### config.mk
export PLATFORM = sky130hd
export DESIGN_NAME = tick_scheduler
export DESIGN_NICKNAME = d
export VERILOG_FILES = /design/src/rtl/tick_scheduler.sv
export SDC_FILE = /design/constraint.sdc
export NUM_CORES = 1
export LEC_CHECK = 0
export CORE_MARGIN = 4
export CORE_UTILIZATION = 44
export DETAILED_ROUTE_END_ITERATION = 8
export GPL_ROUTABILITY_DRIVEN = 0
export SLEW_MARGIN = 40
export SYNTH_ARGS = -nofsm -noshare
export SYNTH_HDL_FRONTEND = slang
export SYNTH_HIERARCHICAL = 1
export SYNTH_SLANG_ARGS = --single-unit
### constraint.sdc
create_clock -name clk -period 3.3 [get_ports clk]
set_clock_uncertainty 0.05 [all_clocks]
set_input_delay 0.825 -clock clk [delete_from_list [all_inputs] [get_ports clk]]
set_output_delay 0.825 -clock clk [all_outputs]
set_load 0.02 [all_outputs]
### src/rtl/tick_scheduler.sv
// Shared-prescaler tick scheduler: one base-tick prescaler feeds NCH programmable channels.
// Optional `TICK_SCHED_PAUSE_EN adds a `pause` input that freezes the whole timebase.

module tick_channel #(
    parameter int PW = 16
) (
    input  logic          clk,
    input  logic          rst,
    input  logic          bt,
    input  logic          cfg_sel,
    input  logic [PW-1:0] cfg_period,
    input  logic          cfg_mode,
    input  logic          start,
    input  logic          stop,
    output logic          tick,
    output logic          busy
);
    typedef enum logic {IDLE, RUN} state_t;

    state_t        state, state_d;
    logic [PW-1:0] period, cnt, cnt_d;
    logic          mode, tick_d;
    logic [PW:0]   cnt_inc;
    logic          per_zero, expire;

    // Widened so cnt+1 cannot wrap at the top of the PW range.
    assign cnt_inc  = {1'b0, cnt} + (PW+1)'(1);
    assign per_zero = (period == '0);
    assign expire   = bt && !per_zero && (cnt_inc >= {1'b0, period});
    assign busy     = (state == RUN);

    always_ff @(posedge clk or posedge rst) begin
        if (rst) state <= IDLE;
        else     state <= state_d;
    end

    always_comb begin
        state_d = state;
        case (state)
            IDLE: if (!stop && start && !per_zero) state_d = RUN;
            RUN: begin
                if (stop)                  state_d = IDLE;
                else if (start)            state_d = RUN;
                else if (bt && per_zero)   state_d = IDLE;
                else if (expire && mode)   state_d = IDLE;
            end
            default: state_d = IDLE;
        endcase
    end

    always_comb begin
        cnt_d  = cnt;
        tick_d = 1'b0;
        if (stop || start) begin
            cnt_d = '0;
        end else if (state == RUN && bt) begin
            if (per_zero) begin
                cnt_d = '0;
            end else if (expire) begin
                tick_d = 1'b1;
                cnt_d  = '0;
            end else begin
                cnt_d = cnt_inc[PW-1:0];
            end
        end
    end

    always_ff @(posedge clk or posedge rst) begin
        if (rst) begin
            cnt    <= '0;
            tick   <= 1'b0;
            period <= PW'(1);
            mode   <= 1'b0;
        end else begin
            cnt  <= cnt_d;
            tick <= tick_d;
            if (cfg_sel) begin
                period <= cfg_period;
                mode   <= cfg_mode;
            end
        end
    end
endmodule

module tick_scheduler #(
    parameter int CLK_HZ  = 50_000_000,
    parameter int BASE_HZ = 1000,
    parameter int NCH     = 4,
    parameter int PW      = 16
) (
    input  logic                                 clk,
    input  logic                                 rst,
`ifdef TICK_SCHED_PAUSE_EN
    input  logic                                 pause,
`endif
    input  logic                                 cfg_we,
    input  logic [$clog2(NCH > 1 ? NCH : 2)-1:0] cfg_ch,
    input  logic [PW-1:0]                        cfg_period,
    input  logic                                 cfg_mode,
    input  logic [NCH-1:0]                       start,
    input  logic [NCH-1:0]                       stop,
    output logic                                 base_tick,
    output logic [NCH-1:0]                       tick,
    output logic [NCH-1:0]                       busy
);
    localparam int DIV = CLK_HZ / BASE_HZ;
    localparam int DW  = $clog2(DIV);
    localparam int CHW = $clog2(NCH > 1 ? NCH : 2);

    logic [DW-1:0] pcnt;
    logic          bt_q, hold;

`ifdef TICK_SCHED_PAUSE_EN
    assign hold = pause;
`else
    assign hold = 1'b0;
`endif

    // While held, the pending pulse is frozen with pcnt and delivered on release,
    // so paused time shifts every channel by exactly the pause length.
    always_ff @(posedge clk or posedge rst) begin
        if (rst) begin
            pcnt <= '0;
            bt_q <= 1'b0;
        end else if (!hold) begin
            bt_q <= (pcnt == DW'(DIV-1));
            pcnt <= (pcnt == DW'(DIV-1)) ? '0 : pcnt + DW'(1);
        end
    end

    assign base_tick = bt_q && !hold;

    for (genvar i = 0; i < NCH; i++) begin : g_ch
        tick_channel #(.PW(PW)) u_ch (
            .clk        (clk),
            .rst        (rst),
            .bt         (base_tick),
            .cfg_sel    (cfg_we && (cfg_ch == CHW'(i))),
            .cfg_period (cfg_period),
            .cfg_mode   (cfg_mode),
            .start      (start[i]),
            .stop       (stop[i]),
            .tick       (tick[i]),
            .busy       (busy[i])
        );
    end
endmodule

### Word-level counts from Yosys, hierarchy flattened

Cells that the tools add are included.

| word-level totals | value |
|---|---|
| flip-flop bits (word level) | 157 |
| output and inout bits | 9 |
| word-level logic and storage cells | 149 |

| operators by class | value |
|---|---|
| $add $sub $neg | 5 |
| $lt $le $gt $ge | 4 |
| eq/ne operators | 4 |
| mux-type cells | 57 |
| bitwise logic cells | 4 |
| reductions and logical operators | 53 |

Operators with widths:

| operator | number |
|---|---|
| $mux 16 | 17 |
| $add 16x1->17 const B | 4 |
| $ge 17x16->1 | 4 |
| $logic_not 16->1 | 4 |
| $mux 1 | 36 |
| $logic_and 1x1->1 | 32 |
| $add 16x1->16 const B | 1 |
| $eq 16x16->1 const B | 1 |
| $logic_not 1->1 | 8 |
| $pmux 1 s2 | 4 |
| $reduce_bool 2->1 | 4 |
| $eq 2x2->1 const B | 2 |
| $logic_or 1x1->1 | 4 |
| $not 1->1 | 4 |
| $eq 2x1->1 const B | 1 |
| $logic_not 2->1 | 1 |

### Logic depth before layout (Yosys ltp)

Gate-level depths: netlist of run 1.

| logic depth | value |
|---|---|
| depth in word-level cells | 10 |
| gate-level depth with buffers | 13 |
| mapped depth without buffers | 12 |

### Modules after synthesis

The synthesis of run 1 kept the hierarchy.

By module, submodules not included:

| module | times used | cells each | area each (um2) |
|---|---|---|---|
| tick_channel at g_ch[0].u_ch ... | 3 | 207 | 2,043.2 |
| tick_channel at g_ch[1].u_ch | 1 | 212 | 2,054.5 |
| tick_scheduler | 1 | 74 | 812.0 |

### Least setup slack after synthesis of run 1

OpenSTA, ideal clock, no wires.

| path | value |
|---|---|
| kind | reg-to-reg |
| start | reg g_ch[1].u_ch.cnt[0] |
| end | reg g_ch[1].u_ch.cnt[2] |
| data arrival time | 2.869 ns |
| required time | 3.186 ns |
| setup slack | 0.317 ns |
| stages on the path, launching flop included | 13 |
| path buffers | 1 |
| clock period less this slack | 2.983 ns |
| path through | dfrtp_1 > ha_1 > nand4_1 > or3_2 > nor2_1 > xor2_1 > ha_1 > a21o_1 > a21o_1 > nor3_1 > o211a_1 > buf_4 > a22o_2 |

| between the ends | value |
|---|---|
| cells in the longest elaborated chain, start to end | 7 |

RTL lines:

| item | line | source |
|---|---|---|
| start, declared | 21 | `logic [PW-1:0] period, cnt, cnt_d;` |
| start signal, assigned | 75 | `cnt <= cnt_d;` |
| $add 16x1->17 (*) | 27 | `assign cnt_inc = {1'b0, cnt} + (PW+1)'(1);` |
| $ge 17x16->1 | 29 | `assign expire = bt && !per_zero && (cnt_inc >= {1'b0, period});` |
| $logic_and 1x1->1 | 29 |  |
| $mux 16 (*) | 59 | `end else if (expire) begin` |
| $mux 16 (*) | 57 | `if (per_zero) begin` |
| $mux 16 (*) | 56 | `end else if (state == RUN && bt) begin` |
| $mux 16 (*) | 54 | `if (stop \|\| start) begin` |

Mark *: on every way between the ends. The rest lies on a longest branch, timed or not. The select of a mux whose other input is x is not followed.
A chain may end at the register's enable or synchronous reset.

### Final worst setup path of run 1

| path | value |
|---|---|
| start | reg g_ch[1].u_ch.cnt[4] |
| end | reg g_ch[1].u_ch.cnt[0] |

| between the ends | value |
|---|---|
| cells in the longest elaborated chain, start to end | 7 |

RTL lines:

| item | line |
|---|---|
| $add 16x1->17 | 27 |
| $ge 17x16->1 | 29 |
| $logic_and 1x1->1 | 29 |
| $mux 16 | 59 |
| $mux 16 | 57 |
| $mux 16 | 56 |
| $mux 16 | 54 |

No other way between the ends. The select of a mux whose other input is x is not followed.

==> results.json, run 1 <==
{
  "die_h_um": 151,
  "grt_pass1_wl_mm": 34.6,
  "async_flop_share_pct": 100,
  "synth-main-ff-cell": "dfrtp_1",
  "first_pass_iters": 4,
  "ant_nets": 0,
  "syn_inst": 907,
  "synth_cell_types": 62,
  "timing.final.crit_period_ps": 3090,
  "maxCapViolations": 0,
  "tightestPinTransition_ps": 637,
  "crit_arrival_ps": 3350,
  "syn_area_mm2": 0.00900,
  "n_antenna_cell": 0,
  "synth-edff-count": 0,
  "critical-path-max-stage-delay_ps": 500,
  "coreArea_mm2": 0.0202,
  "grtUsageTotal_pct": 19.4,
  "relSlewSlack_pct": 57.5,
  "drive_above_1_share_pct": 11.5,
  "max-clock-path-buffers": 2,
  "drt_wl_total_mm": 20.9,
  "yosysWarnings": 6,
  "area.growth.synth_to_final_pct": 16.4,
  "cts_buffers": 17,
  "num_rows": 52,
  "die_w_um": 151,
  "min_path_cells": 1,
  "fillers": 1861,
  "grt_pass1_vias": 6651,
  "fin_crit_sh_pct": 93.6,
  "antenna_found_initial": 0,
  "wire_per_inst_um": 16.7,
  "min_path_type": "flip-flop to flip-flop",
  "vias": 6781,
  "tns_ps": 0,
  "crit_fanout": 9,
  "rsz0062_at_grt": "no",
  "start_kind": "flip-flop",
  "cts_tree": "done",
  "start_util_pct": 44.6,
  "root_buffer": "clkbuf_16",
  "worstPathCellList": "nand4_2, or4_4, nor2_4, nand4_2, xnor2_2, ha_1, nand4_1, nor4_1, nor3_2, o211a_1, buf_4, mux2_2",
  "path_clk_slew_ps": 60,
  "finalSetupViolCount": 0,
  "finish.utilization_pct": 51.9,
  "avgSynthCellArea_um2": 9.92,
  "drtIter0Drc": 359,
  "finalNetCount": 1068,
  "ir_worst_vdd_v": 0.000301,
  "grt_overflow": 0,
  "via_per_inst": 5.42,
  "slew_violations": 0,
  "worstPathRequired_ps": 3560,
  "criticalPathCategory": "flip-flop to flip-flop",
  "register_area_mm2": 0.00393,
  "cp-end-kind": "flip-flop",
  "fmax_ghz": 0.324,
  "rr_worst_depth": 12,
  "cts_htree_levels": 4,
  "hold_viol": 0,
  "route.detailed.drc": 0,
  "seq_area_frac_synth_pct": 43.7,
  "fp.dieArea_mm2": 0.0228,
  "clk_latency_ps": 420,
  "cp_slowest_cell": "or4_4",
  "syn-num-nets": 1006,
  "ios": 39,
  "io_buffers": 38,
  "grt_max_degree": 36,
  "multiInputGateArea_mm2": 0.00467,
  "crit_top_cell": "nand4_2",
  "leakage_nw": 4.79,
  "dpl.hpwl_mm": 15.3,
  "power_density_mw_per_mm2": 468,
  "clkSinkCount": 157,
  "status": "completed",
  "synth_seq_cells": 157
}
timing repair:
action / in CTS / in global routing
gates resized for setup: 0 / 4
hold buffers: 0 / 0
setup buffers: 0 / 1
endpoints found under the setup margin: 0 / 15
metrics by stage:
step           hold slack, ps  cell area (um2)  setup slack [ps]  std cells  power [mW]
5_1_grt                   476            10500              30.2       1252        5.12
3_5_place_dp              446             9800              70.4       1219        2.75
3_3_place_gp              440             9800              84.2       1219        2.74
4_1_cts                   458            10500              56.3       1251        4.94
2_1_floorplan             417             9000               317        907        2.53
6_report                  459            10500               212       1252        4.89
worst max-delay path, delay by kind of cell, from the launching register on:
| family | cells | cell delay, ps |
|---|---|---|
| xor+xnor | 1 | 170 |
| fa+ha+maj | 1 | 330 |
| mux | 1 | 260 |
| buf+inv | 1 | 180 |
| flops | 1 | 450 |
| compound gates | 1 | 160 |
| simple gates | 7 | 1380 |
final timing paths:
| check | slack (ps) | to | start |
|---|---|---|---|
| min in group asynchronous | 950 | pcnt[14] | rst |
| min | 460 | pcnt[7] | pcnt[7] |
| max | 210 | g_ch[1].u_ch/cnt[0] | g_ch[1].u_ch/cnt[4] |
| max in group asynchronous | 1840 | pcnt[13] | rst |
| max reg2reg | 210 | g_ch[1].u_ch/cnt[0] | g_ch[1].u_ch/cnt[4] |
| min reg2reg | 460 | pcnt[7] | pcnt[7] |
layer usage:
layer  up-vias  GRT usage, %  routed length, um
met4         0          4.58                181
met1      3292          27.5              10200
met3        15          3.29                568
met2        90          31.1               9970
met5         -             0                  0
li1       3384             -                  -
cell type report:
| type | count | area share (%) |
|---|---|---|
| clock buffer | 21 | 4.40 |
| clock inverter | 11 | 1.80 |
| inverter | 77 | 2.76 |
| multi-input combinational | 650 | 44.6 |
| sequential | 157 | 37.6 |
| tap | 270 | 3.23 |
| timing repair buffer | 66 | 5.64 |
sequential cells by signal, indices dropped and copies added, names as in the netlist:
register	count
g_ch.u_ch/period	64
g_ch.u_ch/tick	4
g_ch.u_ch/cnt	64
pcnt	16
base_tick	1
g_ch.u_ch/busy	4
g_ch.u_ch/mode	4
cell usage after synthesis (all sizes together), types with 15 or more instances:
library cell / count / share of area, %
a32o: 42 / 4.7
clkbuf: 15 / 0.63
nor2: 50 / 2.2
o21ai: 78 / 4.3
xor2: 23 / 2.2
a21oi: 31 / 1.7
dfrtp: 153 / 43
nand2: 113 / 5.0
nor4: 25 / 2.4
ha: 69 / 9.6
nand3: 32 / 2.1
nand4: 34 / 2.5
xnor2: 44 / 4.4
inv: 77 / 3.2
layout by cell type, fill, tap and decap left out, drive strengths merged, types with 7 or more instances in the layout:
cell type and instances:
a211oi 9, a21o 9, a21oi 31, a22o 13
a32o 42, and4 8, buf 28, clkbuf 21
clkdlybuf4s50 38, dfrtp 153, ha 69, inv 77
mux2 9, nand2 113, nand2b 7, nand3 32
nand4 34, nor2 50, nor3 7, nor4 25
o21ai 78, xnor2 44, xor2 23
power breakdown:
group	internal (mW)	switching, mW	leakage (nW)
Combinational	0.204	0.343	2.43
Sequential	2.08	0.0946	2.05
Clock	1.38	0.793	0.313
kinds of logic after synthesis:
logic type,after synthesis,synth area share (%)
muxes,10,1.24
and+or+nand+nor,302,18.3
adders and majority gates,69,9.60
buffers and inverters,100,4.65
AOI/OAI and AO/OA,202,15.9
DFF,157,43.7
xor gates and xnor gates,67,6.61
Power figures use the tool's default switching activity.
==> run 2: changes to the inputs <==
--- a/config.mk
+++ b/config.mk
@@ -7,8 +7,8 @@
 export LEC_CHECK = 0
 export CORE_MARGIN = 4
 export CORE_UTILIZATION = 44
+export CTS_CLUSTER_SIZE = 40
 export DETAILED_ROUTE_END_ITERATION = 8
-export GPL_ROUTABILITY_DRIVEN = 0
 export SLEW_MARGIN = 40
 export SYNTH_ARGS = -nofsm -noshare
 export SYNTH_HDL_FRONTEND = slang
==> results of run 2 <==
Final layout, timing and power as in run 1 (identical DEF).
==> run 3: changes to the inputs <==
--- a/config.mk
+++ b/config.mk
@@ -5,6 +5,7 @@
 export SDC_FILE = /design/constraint.sdc
 export NUM_CORES = 1
 export LEC_CHECK = 0
+export CORE_ASPECT_RATIO = 1.4
 export CORE_MARGIN = 4
 export CORE_UTILIZATION = 44
 export CTS_CLUSTER_SIZE = 40
==> run 3 against run 2 <==
  * Power is 2.7% lower
  * Combinational power is 1% lower
  * Routed wire length is 1.1% higher
  * Cell count fell by 1.1%
  * Count of clock-buffer cells in the layout down 2
  * Critical path depth unchanged
  * Die area up 0.14%
  * Final area is essentially flat
  * Sequential share of layout area hardly changed
  * Setup slack lost 59 ps
  * Via count increased by 1.2%
  * Hold slack gained 1.4 ps
  * Highest routed layer unchanged
==> results.json, run 3 (same netlist as run 1, synthesis figures left out) <==
{
  "status": "completed",
  "worstPathRequired_ps": 3560,
  "drive_above_1_share_pct": 12.2,
  "finalNetCount": 1072,
  "n_antenna_cell": 0,
  "cp_slowest_cell": "or4_4",
  "route.detailed.drc": 0,
  "grt_pass1_wl_mm": 34.7,
  "ir_worst_vdd_v": 0.000373,
  "fp.dieArea_mm2": 0.0228,
  "min_path_type": "flip-flop to flip-flop",
  "top_regs": "g_ch.u_ch/cnt: 64 flops, g_ch.u_ch/period: 64 flops, pcnt: 16 flops",
  "criticalPathCategory": "flip-flop to flip-flop",
  "tightestPinTransition_ps": 659,
  "cp-end-kind": "flip-flop",
  "vias": 6859,
  "root_buffer": "clkbuf_16",
  "dpl.hpwl_mm": 15.6,
  "worstPathCellList": "nand4_2, or4_4, nor2_4, nand4_2, xnor2_2, ha_1, nand4_1, nor4_1, nor3_2, o211a_1, buf_4, mux2_2",
  "max-clock-path-buffers": 2,
  "timing.final.crit_period_ps": 3150,
  "fmax_ghz": 0.318,
  "grt_overflow": 0,
  "cts_htree_levels": 4,
  "leakage_nw": 4.80,
  "antenna_found_initial": 0,
  "first_pass_iters": 5,
  "io_buffers": 38,
  "start_kind": "flip-flop",
  "num_rows": 61,
  "timing.hold.ws_ps": 460,
  "slew_violations": 0,
  "most-common-layout-cells": "152 x dfrtp_1, 110 x nand2_1, 74 x inv_1, 68 x o21ai_0, 68 x ha_1",
  "clk_latency_ps": 430,
  "rsz0062_at_grt": "yes",
  "crit_arrival_ps": 3410,
  "cts_buffers": 17,
  "relSlewSlack_pct": 56.0,
  "cts_tree": "done",
  "drtIter0Drc": 371,
  "hold_viol": 0,
  "wire_per_inst_um": 17.1,
  "fillers": 1813,
  "path_clk_slew_ps": 70,
  "fin_crit_sh_pct": 95.4,
  "drt_wl_total_mm": 21.1,
  "clkSinkCount": 157,
  "start_util_pct": 45.0,
  "power.total_mw": 4.76,
  "grtUsageTotal_pct": 19.3,
  "grt_pass1_vias": 6822,
  "critical-path-max-stage-delay_ps": 490,
  "via_per_inst": 5.54,
  "finish.utilization_pct": 52.3,
  "power_density_mw_per_mm2": 455,
  "die_w_um": 129,
  "crit_top_cell": "nand4_2",
  "final_common_cell": "dfrtp_1",
  "ios": 39,
  "die_h_um": 177,
  "finalSetupViolCount": 0,
  "coreArea_mm2": 0.0200,
  "crit_fanout": 10,
  "ant_nets": 0,
  "area.growth.synth_to_final_pct": 16.3,
  "cts_hold_buf": 0,
  "maxCapViolations": 0,
  "tns_ps": 0,
  "gp_congestion": 0.814,
  "grt_max_degree": 36
}
## run 3: cell count changes in the layout (fill, tap and decap cells not counted)
cell,before,now
inv_6,0,3
buf_12,0,2
buf_4,28,30
bufinv_16,5,3
clkbuf_1,2,0
clkinv_2,3,4
clkinv_4,1,2
clkinvlp_4,2,1
dfrtp_1,153,152
dfrtp_2,0,1
or3_2,0,1
or3_4,1,0
## run 3: metrics by stage
stage	instance area [um2]	cells	setup slack [ps]
detailed placement	9830	1205	143
global placement	9830	1205	182
CTS	10400	1237	85.3
finish	10500	1238	153
global route	10500	1238	-18.6
floorplan	9000	907	317
## run 3: area by class of cell
class	instances	area (um2)	area share, %
multi-input combinational	650	4660	44.6
sequential	157	3940	37.6
timing repair buffer	70	646	6.17
clock buffer	19	453	4.33
tap	252	315	3.01
inverter	77	289	2.76
clock inverter	13	161	1.54
## run 3: power breakdown
group | switching (mW) | internal (mW)
Clock | 0.814 | 1.23
Combinational | 0.337 | 0.203
Sequential | 0.0944 | 2.08
Total | 1.25 | 3.52
## run 3: worst max-delay path: cells and delay by family (launching register included)
kind	cells	cell delay [ps]
and+or+nand+nor	7	1420
DFF	1	430
adders and majority gates	1	340
muxes	1	260
buffers and inverters	1	190
AOI/OAI and AO/OA	1	170
xor gates and xnor gates	1	160
## run 3: what timing repair did
item | in CTS | in global routing
buffers inserted | 0 | 1
gates resized for setup | 0 | 5
setup endpoints to repair | 0 | 19
## run 3: path summary, 6_finish.rpt
path                                startpoint                   to  slack (ps)  cells after the start
max                        g_ch[1].u_ch/cnt[5]  g_ch[1].u_ch/cnt[0]         150                     12
min                                    pcnt[7]              pcnt[7]         460                      1
max reg2reg                g_ch[1].u_ch/cnt[5]  g_ch[1].u_ch/cnt[0]         150                     12
min in group asynchronous                  rst  g_ch[1].u_ch/cnt[5]         920                      3
min reg2reg                            pcnt[7]              pcnt[7]         460                      1
max in group asynchronous                  rst             pcnt[14]        1860                      2
## run 3: per-layer routing
| layer | track usage [%] | wire length, um | vias up |
|---|---|---|---|
| li1 | - | - | 3402 |
| met1 | 24.3 | 9220 | 3304 |
| met2 | 33.0 | 10700 | 112 |
| met3 | 3.32 | 625 | 41 |
| met4 | 7.22 | 575 | 0 |
| met5 | 0 | 0 | - |
